==> config.mk <==
export PLATFORM = sky130hd
export DESIGN_NAME = int_vector_seq_flat
export DESIGN_NICKNAME = d
export VERILOG_FILES = /design/src/rtl/int_vector_seq_pkg.sv /design/src/rtl/int_vector_seq_if.sv /design/src/rtl/int_vector_seq_nmi_edge_det.sv /design/src/rtl/int_vector_seq.sv /design/src/flat_wrapper.sv
export SDC_FILE = /design/constraint.sdc
export NUM_CORES = 1
export LEC_CHECK = 0
export CAP_MARGIN = 10
export CORE_UTILIZATION = 35
export DETAILED_ROUTE_END_ITERATION = 7
export PLACE_DENSITY = 0.67
export SLEW_MARGIN = 20
export SYNTH_ARGS = -nofsm -noshare
export SYNTH_HDL_FRONTEND = slang
export SYNTH_SLANG_ARGS = --single-unit
export TNS_END_PERCENT = 20
==> constraint.sdc <==
create_clock -name clk -period 2.65 [get_ports clk]
set_input_delay 0.265 -clock clk [delete_from_list [all_inputs] [get_ports clk]]
set_output_delay 0.265 -clock clk [all_outputs]
set_load 0.05 [all_outputs]
==> src/rtl/int_vector_seq_pkg.sv <==
// Shared encodings for the interrupt/vector sequencer: source codes, P-register
// bit positions and one-hot state indices.
package int_vector_seq_pkg;

  typedef enum logic [1:0] {
    SRC_RESET = 2'b00,
    SRC_NMI   = 2'b01,
    SRC_IRQ   = 2'b10,
    SRC_BRK   = 2'b11
  } src_e;

  localparam int P_CARRY  = 0;
  localparam int P_ZERO   = 1;
  localparam int P_IRQ    = 2;
  localparam int P_BCD    = 3;
  localparam int P_BREAK  = 4;
  localparam int P_UNUSED = 5;
  localparam int P_OVF    = 6;
  localparam int P_NEG    = 7;

  // PUSH_H..FIN are contiguous so busy is a single slice reduction
  localparam int ST_IDLE     = 0;
  localparam int ST_PUSH_H   = 1;
  localparam int ST_PUSH_L   = 2;
  localparam int ST_PUSH_P   = 3;
  localparam int ST_VEC_L    = 4;
  localparam int ST_VEC_H    = 5;
  localparam int ST_FIN      = 6;
  localparam int ST_RST_PEND = 7;
  localparam int NUM_ST      = 8;

endpackage

==> src/rtl/int_vector_seq_if.sv <==
// Memory-bus side of the sequencer; the bus mux watches busy to hand over ownership.
interface int_vector_seq_if #(
    parameter int ADDR_W = 16,
    parameter int DATA_W = 8
);
    logic [ADDR_W-1:0] address;
    logic [DATA_W-1:0] wr_data;
    logic              wr_en;
    logic              busy;
    logic [DATA_W-1:0] rd_data;

    modport master (output address, wr_data, wr_en, busy, input rd_data);
    modport slave  (input address, wr_data, wr_en, busy, output rd_data);
endinterface

==> src/rtl/int_vector_seq_nmi_edge_det.sv <==
// Registered falling-edge detector for nmi_n with a sticky pending flag.
// A new edge wins over a simultaneous clear so no NMI is ever dropped.
module int_vector_seq_nmi_edge_det (
    input  logic clk,
    input  logic resetn,
    input  logic nmi_n,
    input  logic clr,
    output logic pend
);
    logic nmi_q;

    always_ff @(posedge clk or negedge resetn) begin
        if (!resetn) begin
            nmi_q <= 1'b1;
            pend  <= 1'b0;
        end else begin
            nmi_q <= nmi_n;
            if (nmi_q && !nmi_n)
                pend <= 1'b1;
            else if (clr)
                pend <= 1'b0;
        end
    end
endmodule

==> src/rtl/int_vector_seq.sv <==
// RESET/NMI/IRQ/BRK entry sequencer: pushes PC and P, fetches the vector and
// hands the new PC/S/P back to the core.
module int_vector_seq
    import int_vector_seq_pkg::*;
#(
    parameter int                       ADDR_W     = 16,
    parameter int                       DATA_W     = 8,
    parameter logic [ADDR_W-DATA_W-1:0] STACK_PAGE = 8'h01,
    parameter logic [ADDR_W-1:0]        NMI_VEC    = 16'hFFFA,
    parameter logic [ADDR_W-1:0]        RESET_VEC  = 16'hFFFC,
    parameter logic [ADDR_W-1:0]        IRQ_VEC    = 16'hFFFE
) (
    input  logic              clk,
    input  logic              resetn,
    input  logic              boundary,
    input  logic              irq_n,
    input  logic              nmi_n,
    input  logic              brk_req,
    input  logic [ADDR_W-1:0] pc_in,
    input  logic [DATA_W-1:0] p_in,
    input  logic [DATA_W-1:0] s_in,
    int_vector_seq_if.master  bus,
    output logic              done,
    output logic [ADDR_W-1:0] pc_out,
    output logic [DATA_W-1:0] s_out,
    output logic [DATA_W-1:0] p_out,
    output logic [1:0]        src
);
    localparam logic [NUM_ST-1:0] IDLE     = NUM_ST'(1) << ST_IDLE;
    localparam logic [NUM_ST-1:0] PUSH_H   = NUM_ST'(1) << ST_PUSH_H;
    localparam logic [NUM_ST-1:0] PUSH_L   = NUM_ST'(1) << ST_PUSH_L;
    localparam logic [NUM_ST-1:0] PUSH_P   = NUM_ST'(1) << ST_PUSH_P;
    localparam logic [NUM_ST-1:0] VEC_L    = NUM_ST'(1) << ST_VEC_L;
    localparam logic [NUM_ST-1:0] VEC_H    = NUM_ST'(1) << ST_VEC_H;
    localparam logic [NUM_ST-1:0] FIN      = NUM_ST'(1) << ST_FIN;
    localparam logic [NUM_ST-1:0] RST_PEND = NUM_ST'(1) << ST_RST_PEND;

    typedef struct packed {
        logic [ADDR_W-1:0] pc;
        logic [DATA_W-1:0] p;
        logic [DATA_W-1:0] s;
        src_e              src;
    } ctx_t;

    logic [NUM_ST-1:0] state, state_nx;
    ctx_t              ctx;
    logic [DATA_W-1:0] pcl;
    logic              nmi_pend, nmi_clr, hijack, accept, pushing;
    src_e              acc_src;
    logic [ADDR_W-1:0] vec;
    logic [DATA_W-1:0] s_m1, s_m2, s_m3, p_push;

    int_vector_seq_nmi_edge_det u_nmi (
        .clk    (clk),
        .resetn (resetn),
        .nmi_n  (nmi_n),
        .clr    (nmi_clr),
        .pend   (nmi_pend)
    );

    always_comb begin
        accept  = 1'b0;
        acc_src = SRC_IRQ;
        if (state[ST_IDLE] && boundary) begin
            if (nmi_pend) begin
                accept  = 1'b1;
                acc_src = SRC_NMI;
            end else if (brk_req) begin
                accept  = 1'b1;
                acc_src = SRC_BRK;
            end else if (!irq_n && !p_in[P_IRQ]) begin
                accept  = 1'b1;
                acc_src = SRC_IRQ;
            end
        end
    end

    // An NMI that lands while IRQ/BRK is still pushing steals the vector fetch
    assign hijack  = state[ST_PUSH_P] && nmi_pend &&
                     (ctx.src == SRC_IRQ || ctx.src == SRC_BRK);
    assign nmi_clr = state[ST_PUSH_P] && (ctx.src == SRC_NMI || hijack);

    always_comb begin
        case (state)
            RST_PEND: state_nx = PUSH_H;
            IDLE:     state_nx = accept ? PUSH_H : IDLE;
            PUSH_H:   state_nx = PUSH_L;
            PUSH_L:   state_nx = PUSH_P;
            PUSH_P:   state_nx = VEC_L;
            VEC_L:    state_nx = VEC_H;
            VEC_H:    state_nx = FIN;
            FIN:      state_nx = IDLE;
            default:  state_nx = RST_PEND;
        endcase
    end

    always_ff @(posedge clk or negedge resetn) begin
        if (!resetn) begin
            state <= RST_PEND;
            ctx   <= '0;
            pcl   <= '0;
        end else begin
            state <= state_nx;
            if (state[ST_RST_PEND] || accept) begin
                ctx.pc  <= pc_in;
                ctx.p   <= p_in;
                ctx.s   <= s_in;
                ctx.src <= state[ST_RST_PEND] ? SRC_RESET : acc_src;
            end
            if (hijack)
                ctx.src <= SRC_NMI;
            if (state[ST_VEC_H])
                pcl <= bus.rd_data;
        end
    end

    always_comb begin
        case (ctx.src)
            SRC_RESET: vec = RESET_VEC;
            SRC_NMI:   vec = NMI_VEC;
            default:   vec = IRQ_VEC;
        endcase
    end

    assign s_m1 = ctx.s - DATA_W'(1);
    assign s_m2 = ctx.s - DATA_W'(2);
    assign s_m3 = ctx.s - DATA_W'(3);

    always_comb begin
        p_push           = ctx.p;
        p_push[P_UNUSED] = 1'b1;
        p_push[P_BREAK]  = (ctx.src == SRC_BRK);
    end

    always_comb begin
        bus.address = '0;
        bus.wr_data = '0;
        if (state[ST_PUSH_H]) begin
            bus.address = {STACK_PAGE, ctx.s};
            bus.wr_data = DATA_W'(ctx.pc >> DATA_W);
        end else if (state[ST_PUSH_L]) begin
            bus.address = {STACK_PAGE, s_m1};
            bus.wr_data = ctx.pc[DATA_W-1:0];
        end else if (state[ST_PUSH_P]) begin
            bus.address = {STACK_PAGE, s_m2};
            bus.wr_data = p_push;
        end else if (state[ST_VEC_L]) begin
            bus.address = vec;
        end else if (state[ST_VEC_H]) begin
            bus.address = vec + ADDR_W'(1);
        end
    end

    // Reset runs the push cycles as dummy reads so memory is left untouched
    assign pushing     = state[ST_PUSH_H] | state[ST_PUSH_L] | state[ST_PUSH_P];
    assign bus.wr_en   = pushing && (ctx.src != SRC_RESET);
    assign bus.busy    = |state[ST_FIN:ST_PUSH_H];
    assign done        = state[ST_FIN];
    assign src         = bus.busy ? ctx.src : 2'b00;
    assign pc_out      = done ? ADDR_W'({bus.rd_data, pcl}) : '0;
    assign s_out       = done ? s_m3 : '0;
    assign p_out       = done ? (ctx.p | DATA_W'(1 << P_IRQ)) : '0;

endmodule

==> src/flat_wrapper.sv <==
// flat-port wrapper written by rule: the top's interface ports become plain ports
module int_vector_seq_flat import int_vector_seq_pkg::*;
#(
    parameter int                       ADDR_W     = 16,
    parameter int                       DATA_W     = 8,
    parameter logic [ADDR_W-DATA_W-1:0] STACK_PAGE = 8'h01,
    parameter logic [ADDR_W-1:0]        NMI_VEC    = 16'hFFFA,
    parameter logic [ADDR_W-1:0]        RESET_VEC  = 16'hFFFC,
    parameter logic [ADDR_W-1:0]        IRQ_VEC    = 16'hFFFE
)
  (clk, resetn, boundary, irq_n, nmi_n, brk_req, pc_in, p_in, s_in, done, pc_out, s_out, p_out, src, bus_address, bus_wr_data, bus_wr_en, bus_busy, bus_rd_data);
  int_vector_seq_if #(.ADDR_W(ADDR_W), .DATA_W(DATA_W)) bus_i ();
  input  logic clk;
  input  logic resetn;
  input  logic boundary;
  input  logic irq_n;
  input  logic nmi_n;
  input  logic brk_req;
  input  logic [ADDR_W-1:0] pc_in;
  input  logic [DATA_W-1:0] p_in;
  input  logic [DATA_W-1:0] s_in;
  output logic done;
  output logic [ADDR_W-1:0] pc_out;
  output logic [DATA_W-1:0] s_out;
  output logic [DATA_W-1:0] p_out;
  output logic [1:0] src;
  output wire logic [$bits(bus_i.address)-1:0] bus_address;
  output wire logic [$bits(bus_i.wr_data)-1:0] bus_wr_data;
  output wire logic [$bits(bus_i.wr_en)-1:0] bus_wr_en;
  output wire logic [$bits(bus_i.busy)-1:0] bus_busy;
  input wire logic [$bits(bus_i.rd_data)-1:0] bus_rd_data;
  assign bus_address = bus_i.address;
  assign bus_wr_data = bus_i.wr_data;
  assign bus_wr_en = bus_i.wr_en;
  assign bus_busy = bus_i.busy;
  assign bus_i.rd_data = bus_rd_data;
  int_vector_seq #(.ADDR_W(ADDR_W), .DATA_W(DATA_W), .STACK_PAGE(STACK_PAGE), .NMI_VEC(NMI_VEC), .RESET_VEC(RESET_VEC), .IRQ_VEC(IRQ_VEC)) u_core (.clk(clk), .resetn(resetn), .boundary(boundary), .irq_n(irq_n), .nmi_n(nmi_n), .brk_req(brk_req), .pc_in(pc_in), .p_in(p_in), .s_in(s_in), .bus(bus_i), .done(done), .pc_out(pc_out), .s_out(s_out), .p_out(p_out), .src(src));
endmodule
==> results.tsv, run 1 <==
stage	metric	value	unit
grt	GRT Total Usage	0.180	
sta	FMAX	392	MHz
finish	area growth from synthesis to layout	45.6	%
drt	Vias per Instance	5.03	
grt	vias in the first global route	2500	
drt	DRT Pass-1 Iters	4	
status	run status	finished, final reports clean	
finish	multi-input logic area	1610	µm²
hold_path	class of the worst hold path	in2reg	
floorplan	starting density of the core	0.365	
grt	pin count of the biggest net entering global routing	28	
clocking	CTS tree	built	
place	GPL Wtd Cong	0.817	
clocking	CTS buffer count	5	
synth	Post-Syn Nets	363	
floorplan	Ports	107	
grt	total grt overflow	0	
synth	Syn Inst Count	312	
grt	initial antenna violation count	0	
sta	measured slew at the worst slew-check pin	0.736	ns
critical_path	required time worst endpoint	2.38	ns
sta	Setup violations, final	0	
drt	DR WL/cell	15.4	µm
synth	Unique masters post-synth	50	
synth	register area share after synthesis	0.428	
critical_path	Worst setup SP type	flip-flop	
clocking	Longest Clk Path Bufs	2	
sta	Final Hold Fails	0	
critical_path	Critical Path Fanout Max	8	
drt	Final ANT Viol Nets	0	
critical_path	Crit Path Class	reg2out	
clocking	worst-skew pair later-pin latency	0.30	ns
place	IO Port Bufs	106	
clocking	clock root buffer	clkbuf_8	
clocking	CTS clock-pin slew for the worst setup and hold paths	0.10	ns
power_and_ir_drop	Peak VDD IR	0.706	mV
place	pre-CTS setup slack	0.0241	ns
clocking	H-tree Lvls	2	
synth	Synth Flop Type	dfrtp_1	
grt	first-pass GRT wire length	12600	µm
place	Cells after DPL	507	
drt	Vias	2598	
place	dpl hpwl	5960	µm
finish	Post-Layout Cell Count	516	
finish	Inserted Diodes	0	
sta	Slew Limit Fails	0	
power_and_ir_drop	P_leak	1.87	nW
finish	Reg area	1310	µm²
synth	Post-synth EDFFs	0	
clocking	CTS sink cnt	52	
sta	Final WS setup	0.0990	ns
synth	synthesis-stage register bit count	52	
critical_path	crit path DAT	2.29	ns
sta	final period utilization	0.963	
finish	nets	461	
floorplan	Die Y	95.3	µm
critical_path	Setup crit end kind	output pin	
floorplan	Die ar.	9090	µm²
floorplan	area of the core	8340	µm²
sta	Setup TNS	0	ns
floorplan	# rows	33	
drt	final WL	7930	µm
synth	Warnings, synthesis	0	
synth	async set-reset flop share out of synthesis	1.00	
drt	initial drt markers	131	
synth	Mapped Avg Cell Area	9.77	µm²
power_and_ir_drop	Pwr Density	1070	nW/µm²
sta	max_slew headroom	0.504	
synth	Synth Cell Area	3050	µm²
sta	RSZ-0062 raised after global routing	yes	
finish	layout cells sized above 1	0.280	
sta	setup skew after layout	0.00913	ns
run	MaxCap Viol Count	0	
finish	Filler cells	769	
floorplan	chip width	95.3	µm
drt	# DRC	0	
sta	post-layout min period	2.55	ns
-- stage by stage --
stage / utilization / hold slack (ns) / total power, mW / area [µm²]
3_3_place_gp: 0.512 / 0.323 / 4.08 / 4270
4_1_cts: 0.529 / 0.389 / 4.73 / 4410
2_1_floorplan: - / -0.0306 / 3.28 / 3050
6_report: 0.532 / 0.399 / 4.74 / 4440
3_5_place_dp: 0.512 / 0.328 / 4.13 / 4270
5_1_grt: 0.532 / 0.384 / 5.04 / 4440
-- kinds of logic (layout without fill, tap and decap cells) --
group | count (synthesis) | after routing | synth area share
AO/OA/AOI/OAI | 57 | 57 | 0.117
multiplexers | 42 | 42 | 0.155
XOR/XNOR | 8 | 8 | 0.0230
flip-flops | 52 | 52 | 0.428
AND/OR/NAND/NOR | 112 | 112 | 0.199
adder cells (fa/ha/maj) | 5 | 5 | 0.0205
buffers and inverters | 36 | 135 | 0.0575
-- cells in the mapped netlist, types with 2 or more instances --
library cell | instances | area share
dfrtp_1 | 50 | 0.41
mux2_2 | 42 | 0.16
and2_1 | 31 | 0.064
nand2_1 | 22 | 0.027
nor2_1 | 19 | 0.023
o21ai_0 | 18 | 0.030
a21oi_1 | 17 | 0.028
clkbuf_1 | 13 | 0.016
inv_1 | 8 | 0.0099
buf_4 | 7 | 0.017
nor3_1 | 7 | 0.011
xor2_1 | 7 | 0.020
ha_1 | 5 | 0.021
nand2b_1 | 5 | 0.010
nand3_1 | 5 | 0.0082
buf_2 | 4 | 0.0066
nor3b_1 | 4 | 0.0099
a22oi_1 | 3 | 0.0074
o31ai_1 | 3 | 0.0074
or2_2 | 3 | 0.0062
a211oi_1 | 2 | 0.0049
and3_1 | 2 | 0.0041
buf_1 | 2 | 0.0025
dfstp_2 | 2 | 0.017
nor2b_1 | 2 | 0.0041
nor4_1 | 2 | 0.0041
o221ai_1 | 2 | 0.0057
o2bb2ai_1 | 2 | 0.0057
or4_1 | 2 | 0.0049
-- worst paths after layout --
path	cells after the start	start	endpoint	slack, ns
setup / recovery	7	u_core.ctx[3]$_DFFE_PN0P_	bus_address[7]	0.1
hold / removal	1	nmi_n	u_core.u_nmi.nmi_q$_DFF_PN1_	0.40
setup reg to reg	5	u_core.u_nmi.pend$_DFFE_PN0P_	u_core.ctx[33]$_DFFE_PN0P_	0.62
hold reg to reg	1	u_core.pcl[1]$_DFFE_PN0P_	u_core.pcl[1]$_DFFE_PN0P_	0.51
max in group asynchronous	3	resetn	u_core.ctx[23]$_DFFE_PN0P_	1.54
min in group asynchronous	2	resetn	u_core.pcl[6]$_DFFE_PN0P_	0.51
-- placed cells by master, fill, tap and decap left out, types with 2 or more instances in the layout --
cell type and instances:
a22oi_1 3, o21ai_0 18, dfstp_2 2, buf_12 14, and3_1 2, dfrtp_1 49, nor2_1 19, nand3_1 5
mux2_2 42, and2_1 31, xor2_1 7, nor3b_1 4, or4_1 2, nor3_1 5, clkbuf_8 6, o221ai_1 2
buf_4 33, nand2_1 22, o31ai_1 2, a21oi_1 17, or2_2 3, nand2b_1 5, o2bb2ai_1 2, ha_1 5
a211oi_1 2, inv_1 7, nor2b_1 2, nor4_1 2, clkdlybuf4s50_1 70
-- critical path, cell delays in order, from the launching register on --
cell	delay, ns
dfrtp_2	0.47
inv_2	0.11
ha_1	0.20
or3b_4	0.41
nor3_4	0.17
o21ai_0	0.10
a211o_1	0.33
buf_4	0.20
-- routing by layer --
metal,wire [µm],track usage,part of all wire,vias up
li1,-,-,-,1275
met5,0,0,0,-
met1,3560,0.240,0.45,1248
met2,3930,0.298,0.50,71
met3,360,0.0335,0.045,4
met4,78,0.0492,0.0098,0
-- layout make-up --
cell class | count | area share
clock buffer | 6 | 0.0186
clock inverter | 2 | 0.00874
inverter | 8 | 0.00677
multi-input combinational | 224 | 0.362
sequential | 52 | 0.294
tap | 105 | 0.0296
timing repair buffer | 119 | 0.280
-- sequential cells by signal, summed over array words and instances (netlist names) --
register / flops
u_core.state: 8
u_core.u_nmi.pend: 1
u_core.ctx: 34
u_core.pcl: 8
u_core.u_nmi.nmi_q: 1
-- where the power goes --
part / internal [mW] / switching, mW / total [mW] / leakage [nW]
Sequential: 1.14 / 0.363 / 1.50 / 0.619
Clock: 0.309 / 0.271 / 0.580 / 0.0614
Combinational: 1.13 / 1.53 / 2.66 / 1.19
Total: 2.57 / 2.16 / 4.74 / 1.87
-- timing repair --
item | in CTS | in global routing
hold endpoints to repair | 20 | 0
setup buffers | 0 | 0
hold buffers | 1 | 0
gates resized for setup | 3 | 5
setup endpoints to repair | 2 | 4
No activity file was read; power rests on OpenSTA's default activity.
==> run 2: changes to the inputs <==
==> constraint.sdc (replaced) <==
create_clock -name clk -period 3.26 [get_ports clk]
set_input_delay 0.326 -clock clk [delete_from_list [all_inputs] [get_ports clk]]
set_output_delay 0.326 -clock clk [all_outputs]
set_load 0.01 [all_outputs]
==> run 2 against run 1 <==
Compared with the run above:
- hold slack worse by 0.31 ns
- non-clock buffer count is 8 lower
- final area is 5.0% lower
- sequential share of layout area is 1.6 points higher
- clock-buffer cell count is 1 higher
- critical endpoint is now bus_address[1]
- register-to-register slack better by 0.84 ns
- first-iteration DRC count is 26% lower
- largest cell class unchanged
- setup slack better by 0.13 ns
- combinational power is 42% lower
==> results.tsv, run 2 (same netlist as run 1, synthesis figures left out) <==
stage	metric	value	unit
clocking	CTS clock-pin slew for the worst setup and hold paths	0.10	ns
hold_path	class of the worst hold path	in2async	
grt	initial antenna violation count	0	
drt	Final ANT Viol Nets	0	
critical_path	Register-to-Register Setup Slack	1.46	ns
drt	final WL	7670	µm
clocking	Post-CTS Setup Inserts	0	
power_and_ir_drop	P_leak	1.69	nW
grt	total grt overflow	0	
critical_path	Worst setup SP type	flip-flop	
finish	Filler cells	786	
sta	FMAX	330	MHz
sta	setup skew after layout	0.00812	ns
floorplan	Die ar.	9090	µm²
sta	max_slew headroom	0.444	
critical_path	Setup crit end kind	output pin	
drt	DR WL/cell	15.1	µm
power_and_ir_drop	Peak VDD IR	0.409	mV
run	MaxCap Viol Count	0	
sta	Setup TNS	0	ns
drt	DRT Pass-1 Iters	4	
place	IO Port Bufs	106	
grt	vias in the first global route	2390	
finish	area growth from synthesis to layout	38.3	%
power_and_ir_drop	Pwr Density	740	nW/µm²
floorplan	Ports	107	
critical_path	CP startpoint	u_core.state[5]$_DFF_PN0_	
finish	Biggest register	u_core.ctx	
clocking	# hold bufs at CTS	0	
finish	multi-input logic area	1570	µm²
finish	Inserted Diodes	0	
place	dpl hpwl	5680	µm
clocking	worst-skew pair later-pin latency	0.30	ns
sta	Slew Limit Fails	0	
power_and_ir_drop	overall power	3.12	mW
clocking	clock root buffer	clkbuf_8	
clocking	Resized cells post-CTS	0	
critical_path	reg2reg end	u_core.state[7]$_DFF_PN1_	
drt	Vias per Instance	5.02	
floorplan	starting density of the core	0.365	
clocking	CTS sink cnt	52	
critical_path	Crit Path Class	reg2out	
critical_path	required time worst endpoint	2.93	ns
floorplan	area of the core	8340	µm²
status	run status	finished, final reports clean	
finish	max FFs per register	34	
critical_path	Critical Path Fanout Max	15	
finish	most common cell after layout, fill and taps aside	clkdlybuf4s50_1	
floorplan	# rows	33	
sta	RSZ-0062 raised after global routing	no	
finish	nets	453	
sta	Setup violations, final	0	
sta	Final Hold Fails	0	
sta	measured slew at the worst slew-check pin	0.826	ns
drt	Vias	2550	
clocking	Longest Clk Path Bufs	2	
clocking	CTS tree	built	
sta	final period utilization	0.930	
finish	biggest regs	u_core.ctx: 34 flops, u_core.pcl: 8 flops, u_core.state: 8 flops	
clocking	CTS buffer count	5	
finish	most frequent cells in the layout	105 x clkdlybuf4s50_1, 48 x dfrtp_1, 42 x mux2_2	
sta	post-layout min period	3.03	ns
critical_path	Reg2Reg Depth	5	
drt	initial drt markers	97	
critical_path	launch point of the worst reg-to-reg path	u_core.state[6]$_DFF_PN0_	
grt	pin count of the biggest net entering global routing	34	
place	GPL Wtd Cong	0.783	
grt	first-pass GRT wire length	12500	µm
drt	# DRC	0	
floorplan	chip width	95.3	µm
floorplan	Die Y	95.3	µm
critical_path	crit path DAT	2.71	ns
finish	layout cells sized above 1	0.164	
finish	Reg area	1310	µm²
grt	GRT Total Usage	0.177	
clocking	H-tree Lvls	2	
==> run 2: changes by cell type in the layout (fill, tap and decap cells not counted), sizes merged <==
| cell | previous run | this run |
|---|---|---|
| bufinv | 1 | 0 |
| buf | 48 | 6 |
| dlygate4sd3 | 1 | 0 |
| clkbuf | 6 | 7 |
| clkdlybuf4s50 | 70 | 105 |
==> run 2: critical path, stage by stage, from the launching register on <==
cell             delay, ns
dfrtp_1               0.60
o21ai_0               0.75
o221ai_1              0.23
mux2_2                0.30
clkdlybuf4s50_1       0.51
==> run 2: area by class of cell <==
| cell class | instances | area share |
|---|---|---|
| sequential | 52 | 0.310 |
| multi-input combinational | 224 | 0.372 |
| timing repair buffer | 111 | 0.259 |
| clock buffer | 7 | 0.0181 |
| inverter | 8 | 0.00712 |
| clock inverter | 1 | 0.00208 |
| tap | 105 | 0.0312 |
==> run 2: per-layer routing <==
layer / GRT usage / routed length (µm)
met1: 0.247 / 3530
met2: 0.274 / 3750
met3: 0.0423 / 349
met4: 0.0417 / 46
met5: 0 / 0
==> run 2: worst max path at each step <==
stage / slack [ns] / to / cells after the start
2_1_floorplan: 0.98 / bus_address[5] / 7
3_3_place_gp: 0.57 / bus_address[5] / 7
3_5_place_dp: 0.54 / bus_address[5] / 7
4_1_cts: 0.20 / bus_address[5] / 7
5_1_grt: 0.04 / bus_address[1] / 4
6_report: 0.23 / bus_address[1] / 4
==> run 2: power breakdown <==
group          internal (mW)  switching [mW]
Sequential             0.927           0.285
Clock                  0.154           0.208
Combinational          0.847           0.697
==> run 2: through the flow <==
step / setup slack [ns] / area, µm² / instances / util / hold WS, ns
global route: 0.0415 / 4220 / 508 / 0.505 / 0.139
global placement: 0.570 / 4130 / 500 / 0.495 / 0.444
floorplan: 0.976 / 3050 / 312 / - / 0.0304
CTS: 0.196 / 4210 / 508 / 0.505 / 0.110
finish: 0.227 / 4220 / 508 / 0.505 / 0.0856
detailed placement: 0.540 / 4130 / 500 / 0.495 / 0.449
==> run 3: changes to the inputs <==
--- a/config.mk
+++ b/config.mk
@@ -9,6 +9,7 @@
 export CORE_UTILIZATION = 35
 export DETAILED_ROUTE_END_ITERATION = 7
 export PLACE_DENSITY = 0.67
+export SKIP_CTS_REPAIR_TIMING = 1
 export SLEW_MARGIN = 20
 export SYNTH_ARGS = -nofsm -noshare
 export SYNTH_HDL_FRONTEND = slang
==> results of run 3 <==
The final DEF is identical to that of run 2; final timing and power are the same.
